File: config.mk
export PLATFORM = sky130hd
export DESIGN_NAME = hilo_acc_reg
export DESIGN_NICKNAME = d
export VERILOG_FILES = /design/src/rtl/hilo_acc_reg.sv
export SDC_FILE = /design/constraint.sdc
export NUM_CORES = 1
export LEC_CHECK = 0
export ABC_AREA = 1
export ABC_CLOCK_PERIOD_IN_PS = 4500
export BUFFER_PORTS_ARGS = -buffer_cell sky130_fd_sc_hd__buf_2
export CORE_ASPECT_RATIO = 1.1
export CORE_MARGIN = 8
export CORE_UTILIZATION = 45
export DETAILED_ROUTE_END_ITERATION = 6
export GPL_TIMING_DRIVEN = 0
export PLACE_DENSITY = 0.77
export SETUP_SLACK_MARGIN = 0.02
export SYNTH_ARGS = -nofsm -noshare
export SYNTH_HDL_FRONTEND = slang
export SYNTH_SLANG_ARGS = --single-unit
File: constraint.sdc
create_clock -name clk -period 4.5 [get_ports clk]
set_input_delay 0.45 -clock clk [delete_from_list [all_inputs] [get_ports clk]]
set_output_delay 0.45 -clock clk [all_outputs]
set_load 0.01 [all_outputs]
File: src/rtl/hilo_acc_reg.sv
// HI/LO special-register pair with direct writes and a two-cycle 2W-bit accumulate.
// The low half is summed on the accepting edge and the high half with carry on the next edge.
module hilo_acc_reg #(
  parameter int unsigned W = 32
) (
  input  logic         clk,
  input  logic         rst,
  input  logic         op_valid,
  output logic         op_ready,
  input  logic [2:0]   op_mode,
  input  logic [W-1:0] hi_i,
  input  logic [W-1:0] lo_i,
  output logic [W-1:0] hi_o,
  output logic [W-1:0] lo_o,
  output logic         busy,
  output logic         ovf
);

  typedef enum logic {StIdle, StAccHi} state_e;

  localparam logic [2:0] OpNop    = 3'd0;
  localparam logic [2:0] OpWrBoth = 3'd1;
  localparam logic [2:0] OpWrHi   = 3'd2;
  localparam logic [2:0] OpWrLo   = 3'd3;
  localparam logic [2:0] OpAccAdd = 3'd4;
  localparam logic [2:0] OpAccSub = 3'd5;
  localparam logic [2:0] OpClear  = 3'd6;

  state_e         r_state, w_state_nxt;
  logic [W-1:0]   r_hi, w_hi_nxt;
  logic [W-1:0]   r_lo, w_lo_nxt;
  logic           r_ovf, w_ovf_nxt;
  logic [W-1:0]   r_lo_sum, w_lo_sum_nxt;
  logic           r_c, w_c_nxt;
  logic [W-1:0]   r_b_hi, w_b_hi_nxt;
  logic           r_sign, w_sign_nxt;
  logic           r_sub, w_sub_nxt;

  logic           w_sub;
  logic [W-1:0]   w_b_lo;
  logic [W-1:0]   w_b_hi;
  logic [W:0]     w_lo_add;
  logic [W-1:0]   w_hi_new;
  logic           w_ovf_acc;

  // Subtraction is two's complement: invert the operand and inject a carry into the low half.
  assign w_sub    = (op_mode == OpAccSub);
  assign w_b_lo   = lo_i ^ {W{w_sub}};
  assign w_b_hi   = hi_i ^ {W{w_sub}};
  assign w_lo_add = {1'b0, r_lo} + {1'b0, w_b_lo} + {{W{1'b0}}, w_sub};
  assign w_hi_new = r_hi + r_b_hi + {{(W-1){1'b0}}, r_c};

  always_comb begin
    w_ovf_acc = 1'b0;
    if (w_hi_new[W-1] != r_hi[W-1]) begin
      w_ovf_acc = r_sub ? (r_hi[W-1] != r_sign) : (r_hi[W-1] == r_sign);
    end
  end

  always_comb begin
    w_state_nxt  = r_state;
    w_hi_nxt     = r_hi;
    w_lo_nxt     = r_lo;
    w_ovf_nxt    = r_ovf;
    w_lo_sum_nxt = r_lo_sum;
    w_c_nxt      = r_c;
    w_b_hi_nxt   = r_b_hi;
    w_sign_nxt   = r_sign;
    w_sub_nxt    = r_sub;
    unique case (r_state)
      StIdle: begin
        if (op_valid) begin
          case (op_mode)
            OpWrBoth: begin
              w_hi_nxt  = hi_i;
              w_lo_nxt  = lo_i;
              w_ovf_nxt = 1'b0;
            end
            OpWrHi: w_hi_nxt = hi_i;
            OpWrLo: w_lo_nxt = lo_i;
            OpAccAdd, OpAccSub: begin
              w_lo_sum_nxt = w_lo_add[W-1:0];
              w_c_nxt      = w_lo_add[W];
              w_b_hi_nxt   = w_b_hi;
              w_sign_nxt   = hi_i[W-1];
              w_sub_nxt    = w_sub;
              w_state_nxt  = StAccHi;
            end
            OpClear: begin
              w_hi_nxt  = '0;
              w_lo_nxt  = '0;
              w_ovf_nxt = 1'b0;
            end
            OpNop:   ;
            default: ;
          endcase
        end
      end
      StAccHi: begin
        // Both halves commit together so a half-updated pair is never visible.
        w_hi_nxt    = w_hi_new;
        w_lo_nxt    = r_lo_sum;
        w_ovf_nxt   = r_ovf | w_ovf_acc;
        w_state_nxt = StIdle;
      end
      default: w_state_nxt = StIdle;
    endcase
  end

  always_ff @(posedge clk or posedge rst) begin
    if (rst) begin
      r_state  <= StIdle;
      r_hi     <= '0;
      r_lo     <= '0;
      r_ovf    <= 1'b0;
      r_lo_sum <= '0;
      r_c      <= 1'b0;
      r_b_hi   <= '0;
      r_sign   <= 1'b0;
      r_sub    <= 1'b0;
    end else begin
      r_state  <= w_state_nxt;
      r_hi     <= w_hi_nxt;
      r_lo     <= w_lo_nxt;
      r_ovf    <= w_ovf_nxt;
      r_lo_sum <= w_lo_sum_nxt;
      r_c      <= w_c_nxt;
      r_b_hi   <= w_b_hi_nxt;
      r_sign   <= w_sign_nxt;
      r_sub    <= w_sub_nxt;
    end
  end

  assign op_ready = (r_state == StIdle);
  assign busy     = (r_state == StAccHi);
  assign hi_o     = r_hi;
  assign lo_o     = r_lo;
  assign ovf      = r_ovf;

endmodule
# After elaboration in Yosys (flattened, before gate mapping)

Cells that the tools add are included.

Bits in registers: 133
Input port bits: 70
Logic and storage cells: 52

Reduce and logical (&&, ||, !) cells: 8
Multiplexer cells: 14
Eq/ne operators: 13
Add/sub/neg operators: 4
Bitwise operators: 4

Operators with widths:

| operator           | number |
|---|---|
| $pmux 32 s2        | 4 |
| $mux 32            | 2 |
| $xor 32x32->32     | 2 |
| $add 32x32->33     | 1 |
| $add 33x1->33      | 1 |
| $add 32x1->32      | 1 |
| $add 32x32->32     | 1 |
| $eq 3x3->1 const B | 3 |
| $reduce_or 2->1    | 4 |
| $eq 3x2->1 const B | 2 |
| $mux 1             | 6 |
| $ne 3x2->1 const B | 2 |
| $reduce_and 2->1   | 3 |
| $ne 2x2->1 const B | 2 |
| $pmux 1 s2         | 2 |
| $eq 3x1->1 const B | 1 |
| $reduce_and 3->1   | 1 |
| $ne 1x1->1         | 2 |
| $eq 1x1->1         | 1 |
| $not 1->1          | 1 |
| $or 1x1->1         | 1 |

# Logic depth before layout (Yosys ltp)

Gate-level depths: netlist of run 1.

Depth in word-level cells: 6
Mapped depth: 20
Mapped depth without buffers: 18

# Worst setup path after synthesis of run 1

Ideal clock, no wire load.

Path type: input to register
Start point: in op_mode[1]
End point: reg r_lo_sum[28]
Slack: 1.550 ns
Data arrival time: 2.832 ns
Path buffers: 2
Data required time: 4.382 ns
Stages: 16
Cell sequence: inv_2 -> nand3_1 -> clkbuf_1 -> buf_2 -> xor2_1 -> fa_1 -> inv_1 -> nand2_1 -> o21ai_1 -> a21oi_1 -> o21ai_0 -> nand3_1 -> nand2_1 -> nand2_1 -> nand3_1 -> nand2_1

Cells in the longest elaborated chain, start to end: 4
Elaborated cells between the ends (all ways): 7
Those cells by class: add/sub: 2; eq/ne: 2; bitwise: 1; reduce/logical: 2

Ends and longest elaborated chain:

| item                 | line   | text |
|---|---|---|
| from (decl)          | 10     | `input logic [2:0] op_mode,` |
| $eq 3x3->1           | 47, 73 |  |
| $xor 32x32->32       | 48     | `assign w_b_lo = lo_i ^ {W{w_sub}};` |
| $add 32x32->33       | 50     | `assign w_lo_add = {1'b0, r_lo} + {1'b0, w_b_lo} + {{W{1'b0}}, w_sub};` |
| $add 33x1->33        | 50     |  |
| to (signal assigned) | 126    | `r_lo_sum <= w_lo_sum_nxt;` |
| to (decl)            | 33     | `logic [W-1:0] r_lo_sum, w_lo_sum_nxt;` |

Parallel ways exist; a longest one is shown, timed or not.
A chain may end at the register's enable or synchronous reset.

# Final worst setup path of run 1

Start point: in op_mode[1]
End point: reg r_lo_sum[22]

Same word-level chain as after synthesis.

==> impl_metrics.toml, run 1 <==
[status]
status = "complete, no violations"

[floorplan]
ios = 137
dieArea_sq_um = 27300
core-area_sq_um = 22000
initial_core_util_pct = 45.7
rows = 57
die-width_microns = 158
fp.dieH_microns = 173

[global_route]
grt_pass1_vias = 10400
overflow = 0
grt_usage_pct = 25.7
antenna_found_initial = 0
grt_pass1_wl_microns = 55200
grt_max_degree = 96

[critical_path]
critPathMaxFanout = 10
cp.required_ns = 4.82
crit_family = "compound AO/OA/AOI/OAI gates"
r2r_end = "r_lo_sum[22]"
startpoint_type = "input port"
rrSetupSlack_ns = 1.29
arrival_ns = 4.31
crit_chain = "buf_2, inv_2, nand3_1, clkbuf_1, buf_2, xor2_1, fa_1, inv_1, nand2_1, o21ai_1, a21oi_1, o21ai_0, a21oi_1, nand2b_1, nand3_1, nand2_1"
slowest_stage = "o21ai_0"
cp_num_buf_inv = 5
r2r_start = "lo_o[0]"
cpPeakStageDelay_ns = 0.65
end_kind = "flip-flop"
worstRegToRegCells = 14
critPathKind = "input port to flip-flop"

[yosys]
synth-edff-count = 0
synth-seq-cells = 133
syn-instance-count = 1446
ys_seq_area_share_pct = 33.2
synth.distinct_cells = 38
yosys.area.top_type = "dfrtp_1"
syn_area_sq_um = 10000
synth_area_per_cell_sq_um = 6.94
async_flop_share_pct = 100
netlist.area_leader.share_pct = 33.2
synth_nets = 1580
yosysWarnings = 0
synth_area_leaders = "dfrtp_1, nand2_1, ha_1"
synth_top_flop_cell = "dfrtp_1"

[clocking]
htreeDepth = 4
clk_pin_slew_ns = 0.07
cts_setup_buffers = 0
clock-root-buffer = "clkbuf_16"
hold_buffers = 0
cts_resized = 0
cts-buffers-inserted = 17
cts.sinks = 133
cts_tree = "done"
clockBufferDepth = 2
clk_latency_ns = 0.43

[route]
routed_via_density = 5.45
drt-wirelength-per-cell_microns = 18.5
dr_total_vias = 10400
wirelength_microns = 35400
drt_first_pass_iters = 5
final_antenna_net_count = 0
drc = 0
first_iter_violations = 587

[power]
p_per_area_nw_per_um2 = 505
vdd_ir_drop_max_mv = 0.226
p_leak_nw = 5.79

[final_layout]
drive_above_1_share_pct = 12.3
num_antenna_cells = 0
postLayoutCellArea_sq_um = 11800
area_delta_synth_final_pct = 17.1
nets = 1736
final_core_util_pct = 53.5

[sta]
fin_crit_sh_pct = 88.7
maxSlewViolCount = 0
timing.setup.tns_ns = 0
clock_skew_ns = 0.0162
rsz0062_at_grt = "no"
worst_pin_slew_ns = 0.828
setup_viol_count_final = 0
fin_crit_ns = 3.99
fmax_mhz = 251
whs_ns = 0.00778
worst_slack_ns = 0.508
hold_viol = 0
relSlewSlack_pct = 44.8

[place]
gp_congestion = 0.981
io_buffers = 136
dp_slack_ns = 0.144
placed_cell_area_sq_um = 11100
dp_hpwl_microns = 27800

[hold_path]
hp-class = "input port to asynchronous set/reset pin"

[run]
drv_cap = 0
worst reg2reg max path: stages (launching register included):
cell	delay, ns
dfrtp_1	0.40
nand2_1	0.09
inv_1	0.06
o21bai_1	0.15
inv_1	0.09
fa_1	0.38
inv_1	0.09
nand2_1	0.06
o21ai_1	0.33
a21oi_1	0.20
o21ai_0	0.65
a21oi_1	0.24
nand2b_1	0.21
nand3_1	0.07
nand2_1	0.07
stage by stage:
stage	power (mW)	instances
4_1_cts	5.92	1909
5_1_grt	6.34	1909
3_3_place_gp	4.31	1877
2_1_floorplan	3.53	1446
6_report	5.94	1909
3_5_place_dp	4.35	1878
final cells by class:
type | count | area, sq um
Buffer | 47 | 211
Clock buffer | 18 | 439
Clock inverter | 13 | 195
Fill cell | 2214 | 10200
Inverter | 131 | 497
Multi-Input combinational cell | 1135 | 6000
Sequential cell | 133 | 3330
Tap cell | 295 | 369
Timing Repair Buffer | 137 | 708
placed cells by master (no fill, tap or decap), types with 2 or more instances in the layout:
cell type	netlist	final
inv_6	0	5
clkinv_4	0	2
xor2_1	43	43
nand3b_1	6	6
nor2_1	157	157
nor3_1	16	16
or2_2	5	5
bufinv_16	0	4
ha_1	61	61
nand4_1	8	8
buf_2	13	149
a21o_1	8	8
fa_1	3	3
buf_6	2	2
o21ai_0	84	84
a22oi_1	15	15
a31oi_1	27	27
inv_1	125	124
o211ai_1	2	2
dfrtp_1	133	133
clkbuf_16	0	17
xnor2_1	40	40
clkinvlp_4	0	3
o21a_1	5	5
o21ai_1	6	6
a21oi_1	138	138
nand2_1	411	411
nand3_1	75	75
o21bai_1	12	12
o31ai_1	3	3
inv_2	5	5
nand2b_1	2	2
clkbuf_1	31	31
sequential cells by signal (all words and copies together), names as in the netlist:
name and cells:
hi_o 32, lo_o 32, r_b_hi 32, r_lo_sum 32, busy 1, ovf 1, r_c 1, r_sign 1
r_sub 1
cell families (layout without fill, tap and decap cells):
kind of cell / Yosys count / in the layout / share of synthesized area [%]
buffers and inverters: 178 / 346 / 7.01
AND/OR/NAND/NOR: 684 / 684 / 27.6
adder cells (fa/ha/maj): 64 / 64 / 8.21
XOR/XNOR: 83 / 83 / 7.25
flip-flops: 133 / 133 / 33.2
AO/OA/AOI/OAI: 304 / 304 / 16.8
metal layers:
metal	global-route usage [%]	vias up	share of wire [%]
li1	-	5075	-
met1	30.4	4866	41
met2	44.1	367	49
met3	3.79	96	5.1
met4	13.1	0	4.8
met5	0	-	0
Yosys cell counts (6+ instances only):
library cell / count
clkbuf_1: 31
nand3_1: 75
a22oi_1: 15
a31oi_1: 27
nand3b_1: 6
dfrtp_1: 133
buf_2: 13
a21oi_1: 138
o21ai_1: 6
nor3_1: 16
xor2_1: 43
nor2_1: 157
a21o_1: 8
o21bai_1: 12
ha_1: 61
nand2_1: 411
inv_1: 125
o21ai_0: 84
xnor2_1: 40
nand4_1: 8
worst max-delay path by stage:
stage	start	end	slack (ns)	depth (start not counted)
final	op_mode[1]	r_lo_sum[22]	0.51	16
after global routing	op_mode[1]	r_lo_sum[30]	0.29	17
after CTS	op_mode[1]	r_lo_sum[22]	0.56	16
after detailed placement	op_mode[1]	r_lo_sum[22]	0.14	16
after global placement	rst	hi_o[23]	-1.16	2
after floorplan	rst	busy	0.50	1
report_power, final:
group / internal [mW] / total [mW] / switching, mW
Clock: 0.949 / 1.56 / 0.612
Combinational: 0.944 / 2.64 / 1.69
Sequential: 1.50 / 1.74 / 0.238
(Power assumes the default switching activity.)
==> run 2: changes to the inputs <==
--- a/config.mk
+++ b/config.mk
@@ -7,14 +7,15 @@
 export LEC_CHECK = 0
 export ABC_AREA = 1
 export ABC_CLOCK_PERIOD_IN_PS = 4500
-export BUFFER_PORTS_ARGS = -buffer_cell sky130_fd_sc_hd__buf_2
 export CORE_ASPECT_RATIO = 1.1
 export CORE_MARGIN = 8
 export CORE_UTILIZATION = 45
 export DETAILED_ROUTE_END_ITERATION = 6
+export DONT_BUFFER_PORTS = 1
 export GPL_TIMING_DRIVEN = 0
-export PLACE_DENSITY = 0.77
+export PLACE_DENSITY = 0.72
 export SETUP_SLACK_MARGIN = 0.02
+export SLEW_MARGIN = 40
 export SYNTH_ARGS = -nofsm -noshare
 export SYNTH_HDL_FRONTEND = slang
 export SYNTH_SLANG_ARGS = --single-unit
==> impl_metrics.toml, run 2 (synthesis gave the netlist of run 1 again) <==
[clocking]
cts.sinks = 133
clk_latency_ns = 0.44
cts_setup_buffers = 0
clock-root-buffer = "clkbuf_16"
clk_pin_slew_ns = 0.07
htreeDepth = 4
cts-buffers-inserted = 17
clockBufferDepth = 2
cts_tree = "done"

[sta]
fmax_mhz = 265
hold_viol = 0
maxSlewViolCount = 0
rsz0062_at_grt = "no"
fin_crit_sh_pct = 83.9
relSlewSlack_pct = 41.3
fin_crit_ns = 3.77
clock_skew_ns = 0.0154
setup_viol_count_final = 0
worst_pin_slew_ns = 0.881
whs_ns = 0.166
timing.setup.tns_ns = 0

[place]
gp_congestion = 0.986
dp_cells = 1743
io_buffers = 0
dp_hpwl_microns = 27400

[power]
switching_power_mw = 2.50
total_power_mw = 5.67
p_per_area_nw_per_um2 = 512
pwr-share-clk_pct = 25.6
intPower_mw = 3.17
combPwrFrac_pct = 41.9
vdd_ir_drop_max_mv = 0.287
p_leak_nw = 5.26
swShare_pct = 44.1
seqPwrFrac_pct = 32.5

[critical_path]
worstRegToRegCells = 15
end_kind = "flip-flop"
rrSetupSlack_ns = 1.23
startpoint_type = "input port"
arrival_ns = 4.09
critPathKind = "input port to flip-flop"
cp.required_ns = 4.81
critPathMaxFanout = 10

[floorplan]
ios = 137
fp.dieH_microns = 173
initial_core_util_pct = 45.7
rows = 57
core-area_sq_um = 22000
dieArea_sq_um = 27300
die-width_microns = 158

[run]
drv_cap = 0

[status]
status = "complete, no violations"

[global_route]
grt_pass1_vias = 9827
antenna_found_initial = 1
grt_max_degree = 56
overflow = 0
grt_pass1_wl_microns = 53800
grt_usage_pct = 25.5

[final_layout]
final_cells = 1776
mostFrequentLayoutCell = "nand2_1"
num_antenna_cells = 0
nets = 1602
area_delta_synth_final_pct = 10.3
final_cell_mix = "nand2_1, nor2_1, a21oi_1"
drive_above_1_share_pct = 4.32

[route]
drc = 0
routed_via_density = 5.55
drt_first_pass_iters = 5
final_antenna_net_count = 0
dr_total_vias = 9860
wirelength_microns = 35000
first_iter_violations = 772
drt-wirelength-per-cell_microns = 19.7

[hold_path]
hold_depth = 2
hp-class = "input port to flip-flop"
## run 2: changes by cell type in the layout (fill, tap and decap cells not counted), sizes merged
cell         before  now
buf             153   18
inv             134  136
clkbuf           49   48
clkinv            3    5
bufinv            4    2
dlygate4sd3       0    1
## run 2: per-stage QoR
| stage | utilization, % | setup slack, ns | instance area, sq um |
|---|---|---|---|
| 6_report | 50.4 | 0.725 | 11100 |
| 5_1_grt | 50.4 | 0.498 | 11100 |
| 3_5_place_dp | 47.6 | 0.384 | 10500 |
| 2_1_floorplan | - | 0.496 | 10000 |
| 3_3_place_gp | 47.4 | -1.10 | 10400 |
| 4_1_cts | 50.4 | 0.831 | 11100 |
## run 2: path summary, 6_finish.rpt
kind / start / end
worst max-delay path: op_mode[1] / r_lo_sum[28]
worst min-delay path: lo_i[8] / lo_o[8]
worst max register to register: lo_o[0] / r_lo_sum[28]
worst min register to register: r_lo_sum[25] / r_lo_sum[25]
max in group asynchronous: rst / r_lo_sum[28]
min in group asynchronous: rst / hi_o[3]
## run 2: what timing repair did
action | 4_1_cts | 5_1_grt
hold buffers | 1 | 0
hold endpoints to repair | 40 | 0
endpoints found under the setup margin | 0 | 0
gates resized for setup | 0 | 0
## run 2: critical path, cell delays in order
cell and delay (ns):
inv_2 0.02, nand3_1 0.08, clkbuf_1 0.54, buf_2 0.47, xor2_1 0.17, fa_1 0.45, inv_1 0.09, nand2_1 0.07
o21ai_1 0.32, a21oi_1 0.24, o21ai_0 0.59, nand3_1 0.29, nand2_1 0.12, nand2_1 0.05, nand3_1 0.06, nand2_1 0.06
## run 2: final cells by class
type,instances,area (sq um)
clock inverter,15,169
clock buffer,17,425
sequential,133,3330
buffer,47,211
timing repair buffer,3,57.6
fill,2268,10900
tap,295,369
multi-input combinational,1135,6000
inverter,131,499
## run 2: power groups by stage
stage	registers, mW	clock network, mW	logic [mW]
floorplan	1.75	0	1.78
global placement	1.85	0	2.28
detailed placement	1.86	0	2.32
CTS	1.84	1.46	2.34
global route	1.88	1.50	2.68
finish	1.84	1.45	2.37
## run 2: routing by layer
metal	GRT usage (%)	up-vias	share of wire, %
met2	43.1	351	48
met5	0	-	0.043
met3	5.99	95	7.6
met4	13.4	2	5.2
met1	29.1	4610	39
li1	-	4802	-
